===== src/rtl/neuron_accum_stage.sv =====
`default_nettype none
// ============================================================================
// Module   : neuron_accum_stage
// Brief    : Sums TERMS signed datapath results plus a bias. Saturates the sum
//            to N bits, applies optional ReLU, and emits it via valid/ready.
// Revision : 1.0 - initial release
// ============================================================================
module neuron_accum_stage #(
    parameter int N     = 16,
    parameter int TERMS = 8
) (
    input  logic         clk,
    input  logic         rst,
    input  logic         in_valid,
    output logic         in_ready,
    input  logic [N-1:0] Y,
    input  logic         co,
    input  logic [N-1:0] bias,
    input  logic         relu_en,
    output logic         out_valid,
    input  logic         out_ready,
    output logic [N-1:0] out_data,
    output logic         out_sat,
    output logic         out_co
);

    localparam int ACC_W = N + $clog2(TERMS) + 1;
    localparam int CNT_W = $clog2(TERMS);

    localparam logic [0:0] c_ST_ACCUM = 1'b0;
    localparam logic [0:0] c_ST_OUT   = 1'b1;

    localparam logic [CNT_W-1:0]        c_CNT_LAST = CNT_W'(TERMS - 1);
    localparam logic signed [ACC_W-1:0] c_SAT_MAX  = {{(ACC_W-N+1){1'b0}}, {(N-1){1'b1}}};
    localparam logic signed [ACC_W-1:0] c_SAT_MIN  = {{(ACC_W-N+1){1'b1}}, {(N-1){1'b0}}};

    logic [0:0]              r_state;
    logic [CNT_W-1:0]        r_cnt;
    logic signed [ACC_W-1:0] r_acc;
    logic                    r_co;
    logic                    r_relu;
    logic [N-1:0]            r_out_data;
    logic                    r_out_sat;
    logic                    r_out_co;

    logic                    w_accept;
    logic                    w_first;
    logic                    w_last;
    logic signed [ACC_W-1:0] w_base;
    logic signed [ACC_W-1:0] w_sum;
    logic [N-1:0]            w_clamped;
    logic [N-1:0]            w_result;
    logic                    w_sat;

    assign in_ready  = (r_state == c_ST_ACCUM);
    assign out_valid = (r_state == c_ST_OUT);
    assign out_data  = r_out_data;
    assign out_sat   = r_out_sat;
    assign out_co    = r_out_co;

    assign w_accept = in_valid && in_ready;
    assign w_first  = (r_cnt == '0);
    assign w_last   = (r_cnt == c_CNT_LAST);

    // The first term starts from the bias instead of the stale accumulator.
    assign w_base = w_first ? {{(ACC_W-N){bias[N-1]}}, bias} : r_acc;
    assign w_sum  = w_base + {{(ACC_W-N){Y[N-1]}}, Y};

    always_comb begin
        w_sat     = 1'b0;
        w_clamped = w_sum[N-1:0];
        if (w_sum > c_SAT_MAX) begin
            w_clamped = c_SAT_MAX[N-1:0];
            w_sat     = 1'b1;
        end else if (w_sum < c_SAT_MIN) begin
            w_clamped = c_SAT_MIN[N-1:0];
            w_sat     = 1'b1;
        end
        w_result = (r_relu && w_clamped[N-1]) ? '0 : w_clamped;
    end

    always_ff @(posedge clk) begin
        if (rst) begin
            r_state    <= c_ST_ACCUM;
            r_cnt      <= '0;
            r_acc      <= '0;
            r_co       <= 1'b0;
            r_relu     <= 1'b0;
            r_out_data <= '0;
            r_out_sat  <= 1'b0;
            r_out_co   <= 1'b0;
        end else begin
            case (r_state)
                c_ST_ACCUM: begin
                    if (w_accept) begin
                        if (w_first) begin
                            r_relu <= relu_en;
                            r_co   <= co;
                        end else begin
                            r_co <= r_co | co;
                        end
                        if (w_last) begin
                            r_out_data <= w_result;
                            r_out_sat  <= w_sat;
                            r_out_co   <= r_co | co;
                            r_cnt      <= '0;
                            r_state    <= c_ST_OUT;
                        end else begin
                            r_acc <= w_sum;
                            r_cnt <= r_cnt + CNT_W'(1);
                        end
                    end
                end
                c_ST_OUT: begin
                    if (out_ready) begin
                        r_state <= c_ST_ACCUM;
                    end
                end
                default: r_state <= c_ST_ACCUM;
            endcase
        end
    end

endmodule
`default_nettype wire


===== config.mk =====
export PLATFORM = sky130hd
export DESIGN_NAME = neuron_accum_stage
export DESIGN_NICKNAME = d
export VERILOG_FILES = /design/src/rtl/neuron_accum_stage.sv
export SDC_FILE = /design/constraint.sdc
export NUM_CORES = 1
export LEC_CHECK = 0
export CELL_PAD_IN_SITES_DETAIL_PLACEMENT = 0
export CELL_PAD_IN_SITES_GLOBAL_PLACEMENT = 2
export CORE_ASPECT_RATIO = 0.7
export CORE_MARGIN = 2
export CORE_UTILIZATION = 32
export DETAILED_ROUTE_END_ITERATION = 10
export PLACE_DENSITY_LB_ADDON = 0.1
export SKIP_CTS_REPAIR_TIMING = 1
export SLEW_MARGIN = 30
export SYNTH_ARGS = -nofsm -noshare
export SYNTH_HDL_FRONTEND = slang
export SYNTH_SLANG_ARGS = --single-unit

===== constraint.sdc =====
create_clock -name clk -period 7.5 [get_ports clk]
set_input_delay 1.875 -clock clk [delete_from_list [all_inputs] [get_ports clk]]
set_output_delay 1.875 -clock clk [all_outputs]
set_load 0.05 [all_outputs]

==> flow_metrics.env, run 1 <==
export IMPL_min_from="r_acc[10]$_SDFFE_PP0P_"
export IMPL_p_per_area_mw_per_mm2=210.3
export IMPL_combPwrFrac_pct=37.0
export IMPL_die_w_um=121.1
export IMPL_max_cap_violations=0
export IMPL_p_leak_uw=0.001566
export IMPL_initialDrtViolationCount=113
export IMPL_slew_headroom_pct=54.52
export IMPL_die_area_mm2=0.01042
export IMPL_syn_num_nets=466
export IMPL_portBuffers=57
export IMPL_grt_antenna_before_repair=0
export IMPL_final_util_pct=42.43
export IMPL_syn_avg_cell_area_um2=7.588
export IMPL_synthDistinctLibCells=56
export IMPL_finalHoldViolations=0
export IMPL_r2r_cells=18
export IMPL_clock_path_buffers=2
export IMPL_synth_seq_cells=44
export IMPL_wl_um=8900
export IMPL_multi_input_area_mm2=0.002072
export IMPL_crit_path_max_fanout=15
export IMPL_path_cells="clkdlybuf4s50_1 -> nand2_1 -> nand2_1 -> ha_1 -> inv_1 -> fa_1 -> nor2b_1 -> o31a_1 -> o21ai_1 -> o22ai_1 -> xor2_1 -> nand4_1 -> o22a_4 -> and2_1 -> a311oi_1"
export IMPL_ys_warn_count=0
export IMPL_holdPathEnd="r_acc[10]$_SDFFE_PP0P_"
export IMPL_critical_path_max_stage_delay_ps=460
export IMPL_cp_top_family="compound AO/OA/AOI/OAI gates"
export IMPL_setup_violations=0
export IMPL_p_seq_share_pct=31.6
export IMPL_drt_first_pass_iters=4
export IMPL_num_antenna_cells=0
export IMPL_synth_edff_count=0
export IMPL_wl_per_cell_um=15.45
export IMPL_ys_flop_type="dfxtp_1"
export IMPL_rsz0062_at_grt="no"
export IMPL_nFillCells=953
export IMPL_clock_latency_ps=290
export IMPL_via_per_inst=4.988
export IMPL_fin_nets=512
export IMPL_die_h_um=85.99
export IMPL_via_count=2873
export IMPL_maxSlewViolCount=0
export IMPL_htree_num_levels=2
export IMPL_p_int_uw=530.9
export IMPL_core_area_mm2=0.009180
export IMPL_syn2layout_area_growth_pct=26.75
export IMPL_row_count=29
export IMPL_critical_path_required_ps=7700
export IMPL_crit_buf_inv=2
export IMPL_slowest_stage="clkdlybuf4s50_1"
export IMPL_crit_arrival_ps=5030
export IMPL_start_util_pct=33.47
export IMPL_hold_path_class="register to register"
export IMPL_peakVddDrop_mv=0.08846
export IMPL_clock_fmax_mhz=207.1
export IMPL_synth_area_top_cells="dfxtp_1 (29%), nand2_1 (16%), ha_1 (9.0%)"
export IMPL_hpwl_um=6436
export IMPL_synth_top_area_share_pct=28.66
export IMPL_io_pins=58
export IMPL_cts_inserted_buffers=5
export IMPL_grt_overflow_total=0
export IMPL_cts_tree="done"
export IMPL_gp_congestion=0.8663
export IMPL_clockRootBuffer="clkbuf_16"
export IMPL_min_period_over_period_pct=64.39
export IMPL_clkPwrFrac_pct=31.4
export IMPL_cpMostUsedCell="nand2_1"
export IMPL_swShare_pct=35.18
export IMPL_grt_max_degree=45
export IMPL_crit_type="input pin to register"
export IMPL_cp_end_kind="register"
export IMPL_yosysSeqAreaShare_pct=28.66
export IMPL_grt_pass1_wl_um=14450
export IMPL_finClkSkew_ps=5.147
export IMPL_r2r_end="out_data[1]$_SDFFE_PP0P_"
export IMPL_outcome="finished clean"
export IMPL_syn_area_mm2=0.003073
export IMPL_layout_drive_gt1_share_pct=7.965
export IMPL_place_area_mm2=0.003729
export IMPL_cts_reportedPaths_clkPinSlew_ps=60
export IMPL_start_kind="input pin"
export IMPL_cts_sinks=44
export IMPL_tns_ps=0
export IMPL_place_ws_ps=2393
export IMPL_post_synth_top_area_cell="dfxtp_1"
export IMPL_reg2reg_slack_ps=3170
export IMPL_netSwitchingPower_uw=288.1
export IMPL_r2r_start="r_cnt[0]$_SDFFE_PP0P_"
export IMPL_grt_total_usage_pct=17.77
export IMPL_grt_pass1_vias=2764
export IMPL_synthCells=405
export IMPL_tightest_slew_ps=680.8
export IMPL_async_reset_ff_share_pct=0
export IMPL_drc_errors=0
export IMPL_ant_nets=0
export IMPL_min_period_ps=4829
export IMPL_seq_area_um2=880.8
export IMPL_whs_path_depth=2
export IMPL_final_area_mm2=0.003895
export IMPL_setup_ws_ps=2671
[routing by layer]
metal	GRT usage, %	vias to the layer above	wire [um]
met3	3.723	4	363
met1	25.50	1316	4703
met5	0	-	0
met2	27.53	50	3780
li1	-	1503	-
met4	3.488	0	53
[power by group through the flow]
| stage | logic [uW] | clock network (uW) | registers [uW] |
|---|---|---|---|
| 2_1_floorplan | 225 | 0 | 262 |
| 3_3_place_gp | 305 | 0 | 263 |
| 3_5_place_dp | 302 | 0 | 264 |
| 4_1_cts | 304 | 265 | 259 |
| 5_1_grt | 336 | 276 | 261 |
| 6_report | 303 | 257 | 259 |
[area by class of cell]
type | count | area share, %
well taps | 124 | 3.983
clock inverters | 2 | 0.8995
flip-flops and latches | 44 | 22.61
clock buffers | 6 | 3.309
multi-input cells | 332 | 53.20
inverters | 8 | 0.7710
repair buffers | 60 | 15.23
[sequential cells by signal (all words and copies together) (netlist names)]
name / cells
r_acc: 20
r_cnt: 3
r_co: 1
out_co: 1
r_relu: 1
out_valid: 1
out_sat: 1
out_data: 16
[cell usage in the layout (no fill, tap or decap), types with 3 or more instances in the layout]
master,netlist,final
buf_4,0,3
a21oi_1,53,53
dfxtp_1,44,44
inv_1,8,8
o21ai_0,6,6
a221oi_1,3,3
o21a_1,3,3
nand2_1,127,127
a21oi_2,3,3
nor2_1,21,20
a21o_1,8,8
nor2b_1,6,6
ha_1,22,22
xnor2_1,9,9
clkbuf_16,0,5
xor2_1,7,7
a221oi_2,10,10
nor3_1,3,3
and2_1,4,4
clkdlybuf4s50_1,0,57
o21bai_1,3,3
a211oi_1,3,3
[cell usage after synthesis, drive strengths merged (2+ instances only)]
cell type    n
and2         5
a31oi        2
nand3        2
a21o         8
xnor2       10
clkbuf      16
nor4         2
xor2         7
ha          22
nor2        21
o31a         2
a221oi      13
o21a         3
dfxtp       44
nor3         3
a21oi       56
nor2b        6
nand4        3
nand2      128
o21ai        7
a211oi       3
inv          8
a22oi        2
o21bai       3
o22ai        2
a311oi       2
buf          5
and3         2
nand2b       4
[worst max-delay path by stage]
stage / startpoint / to / slack [ps] / cells past startpoint
after floorplan: bias[10] / out_data[10]$_SDFFE_PP0P_ / 3290 / 14
after global placement: bias[0] / out_data[1]$_SDFFE_PP0P_ / 2470 / 15
after detailed placement: bias[0] / out_data[1]$_SDFFE_PP0P_ / 2390 / 15
after CTS: bias[0] / out_data[1]$_SDFFE_PP0P_ / 2690 / 15
after global routing: bias[0] / out_data[3]$_SDFFE_PP0P_ / 2450 / 15
final: bias[0] / out_data[1]$_SDFFE_PP0P_ / 2670 / 15
[through the flow]
step	power [uW]	instances	hold WS, ps
after floorplan	487.6	405	436.6
after global placement	568.7	568	443.8
after detailed placement	565.9	568	447.5
after CTS	827.6	576	457.7
after global routing	873.6	576	475.5
final	819.0	576	455.5
[kinds of logic after synthesis]
logic type	Yosys count	share of synthesized area, %
and+or+nand+nor	180	25.20
adders and majority gates	23	9.609
buffers and inverters	29	4.316
AOI/OAI and AO/OA	111	26.79
DFF	44	28.66
muxes	1	0.3257
xor gates and xnor gates	17	5.090
[tightest hold or removal path: stages (launching register included)]
cell,delay (ps)
dfxtp_1,310
nand2_1,50
a21oi_1,50
Note: power is estimated with default switching activity, not from simulation.
==> run 2, diff against run 1 <==
CORE_UTILIZATION = 27   (was 32)
clock period = 4 ns   (was 7.5 ns; I/O delays follow)
==> flow_metrics.env, run 2 (synthesized netlist as in run 1, its figures left out) <==
export IMPL_met2_usage_pct=25.83
export IMPL_finalHoldViolations=0
export IMPL_slew_headroom_pct=61.25
export IMPL_row_count=32
export IMPL_critical_path_required_ps=4190
export IMPL_clock_fmax_mhz=263.6
export IMPL_max_cap_violations=0
export IMPL_start_util_pct=27.81
export IMPL_tightest_slew_ps=581.3
export IMPL_largest_register_ff_count=20
export IMPL_drc_errors=0
export IMPL_cts_reportedPaths_clkPinSlew_ps=60
export IMPL_cts_sinks=44
export IMPL_min_period_over_period_pct=94.84
export IMPL_crit_type="input pin to register"
export IMPL_hold_path_class="register to register"
export IMPL_io_pins=58
export IMPL_grt_pass1_wl_um=15480
export IMPL_seq_area_um2=880.8
export IMPL_p_seq_share_pct=30.0
export IMPL_grt_total_usage_pct=16.17
export IMPL_r2r_cells=18
export IMPL_start_kind="input pin"
export IMPL_layout_drive_gt1_share_pct=14.81
export IMPL_nFillCells=1173
export IMPL_grt_pass1_vias=2981
export IMPL_htree_num_levels=2
export IMPL_multi_input_area_mm2=0.002085
export IMPL_combPwrFrac_pct=40.4
export IMPL_regMostFlops="r_acc"
export IMPL_holdPathEnd="r_acc[0]$_SDFFE_PP0P_"
export IMPL_cp_end_kind="register"
export IMPL_clock_path_buffers=2
export IMPL_p_int_uw=1060
export IMPL_layout_common_cells="nand2_1 (127), clkdlybuf4s50_1 (56), a21oi_1 (52), dfxtp_1 (44), buf_4 (37)"
export IMPL_power_uw=1621
export IMPL_die_area_mm2=0.01226
export IMPL_portBuffers=57
export IMPL_reg2reg_slack_ps=320
export IMPL_die_h_um=93.26
export IMPL_core_area_mm2=0.01105
export IMPL_mostFrequentLayoutCell="nand2_1"
export IMPL_p_per_area_mw_per_mm2=385.1
export IMPL_r2r_end="out_data[0]$_SDFFE_PP0P_"
export IMPL_cts_inserted_buffers=5
export IMPL_swShare_pct=34.60
export IMPL_wl_per_cell_um=14.91
export IMPL_crit_path_max_fanout=14
export IMPL_num_antenna_cells=0
export IMPL_grt_max_degree=45
export IMPL_r2r_start="r_cnt[0]$_SDFFE_PP0P_"
export IMPL_wl_um=9525
export IMPL_cts_tree="done"
export IMPL_via_count=2979
export IMPL_drt_first_pass_iters=4
export IMPL_hpwl_um=7258
export IMPL_min_from="r_acc[0]$_SDFFE_PP0P_"
export IMPL_grt_overflow_total=0
export IMPL_netSwitchingPower_uw=560.8
export IMPL_peakVddDrop_mv=0.1645
export IMPL_clock_latency_ps=290
export IMPL_maxSlewViolCount=0
export IMPL_gr_usage_met3_pct=3.415
export IMPL_ant_nets=0
export IMPL_initialDrtViolationCount=118
export IMPL_outcome="finished clean"
export IMPL_clkPwrFrac_pct=29.6
export IMPL_syn2layout_area_growth_pct=36.97
export IMPL_clockRootBuffer="clkbuf_16"
export IMPL_p_leak_uw=0.001729
export IMPL_setup_violations=0
export IMPL_grt_antenna_before_repair=0
export IMPL_min_period_ps=3793
export IMPL_crit_arrival_ps=3980
export IMPL_use_met1_pct=22.48
export IMPL_gp_congestion=0.9002
export IMPL_via_per_inst=4.662
export IMPL_tns_ps=0
export IMPL_fin_nets=546
export IMPL_finClkSkew_ps=4.522
export IMPL_busiest_layer="met2"
export IMPL_whs_path_depth=2
export IMPL_die_w_um=131.5
## run 2: cell types whose count changed in the layout (fill, tap and decap cells not counted), sizes merged
cell	previous run	this run
buf	3	38
clkdlybuf4s50	57	56
## run 2: final cells by class
cell class,count,area share (%)
inverters,8,0.7134
clock buffers,6,3.062
clock inverters,2,0.8323
flip-flops and latches,44,20.93
repair buffers,94,20.39
well taps,153,4.548
multi-input cells,332,49.52
## run 2: routing by layer
layer	routed length, um	share of wire, %	up-vias
met1	4974	52	1349
met5	0	0	-
li1	-	-	1578
met4	80	0.84	0
met3	382	4.0	7
met2	4088	43	45
## run 2: metrics by stage
step	utilization, %	instances	instance area, um2	hold slack (ps)	setup WS [ps]
2_1_floorplan	-	405	3073	436.6	452.2
3_3_place_gp	36.22	629	4003	443.8	-140.8
3_5_place_dp	36.24	629	4005	448.2	-218.3
4_1_cts	37.73	637	4169	458.2	83.58
5_1_grt	38.09	639	4209	481.1	-1.844
6_report	38.09	639	4209	454.3	206.5
## run 2: power by group through the flow
stage	Clock, uW	Combinational (uW)	Sequential (uW)
detailed placement	0	641	496
global placement	0	651	495
global route	513	728	490
finish	481	655	486
floorplan	0	423	492
CTS	497	644	486
## run 2: critical path, stage by stage
cell,delay (ps)
clkdlybuf4s50_1,460
nand2_1,50
nand2_1,60
ha_1,200
inv_1,70
fa_1,380
nor2b_1,180
o31a_1,220
o21ai_2,140
o2111ai_1,200
o211a_1,220
nor2_1,80
a31oi_4,260
nand2_8,140
a221oi_1,310
## run 2: how the worst max path moves through the flow
stage / from / end / slack, ps / depth (start not counted)
2_1_floorplan: r_cnt[0]$_SDFFE_PP0P_ / out_data[10]$_SDFFE_PP0P_ / 450 / 19
3_3_place_gp: bias[0] / out_data[13]$_SDFFE_PP0P_ / -140 / 15
3_5_place_dp: bias[0] / out_data[9]$_SDFFE_PP0P_ / -220 / 15
4_1_cts: bias[0] / out_data[5]$_SDFFE_PP0P_ / 80 / 15
5_1_grt: bias[0] / out_data[3]$_SDFFE_PP0P_ / -2 / 15
6_report: bias[0] / out_data[0]$_SDFFE_PP0P_ / 210 / 15
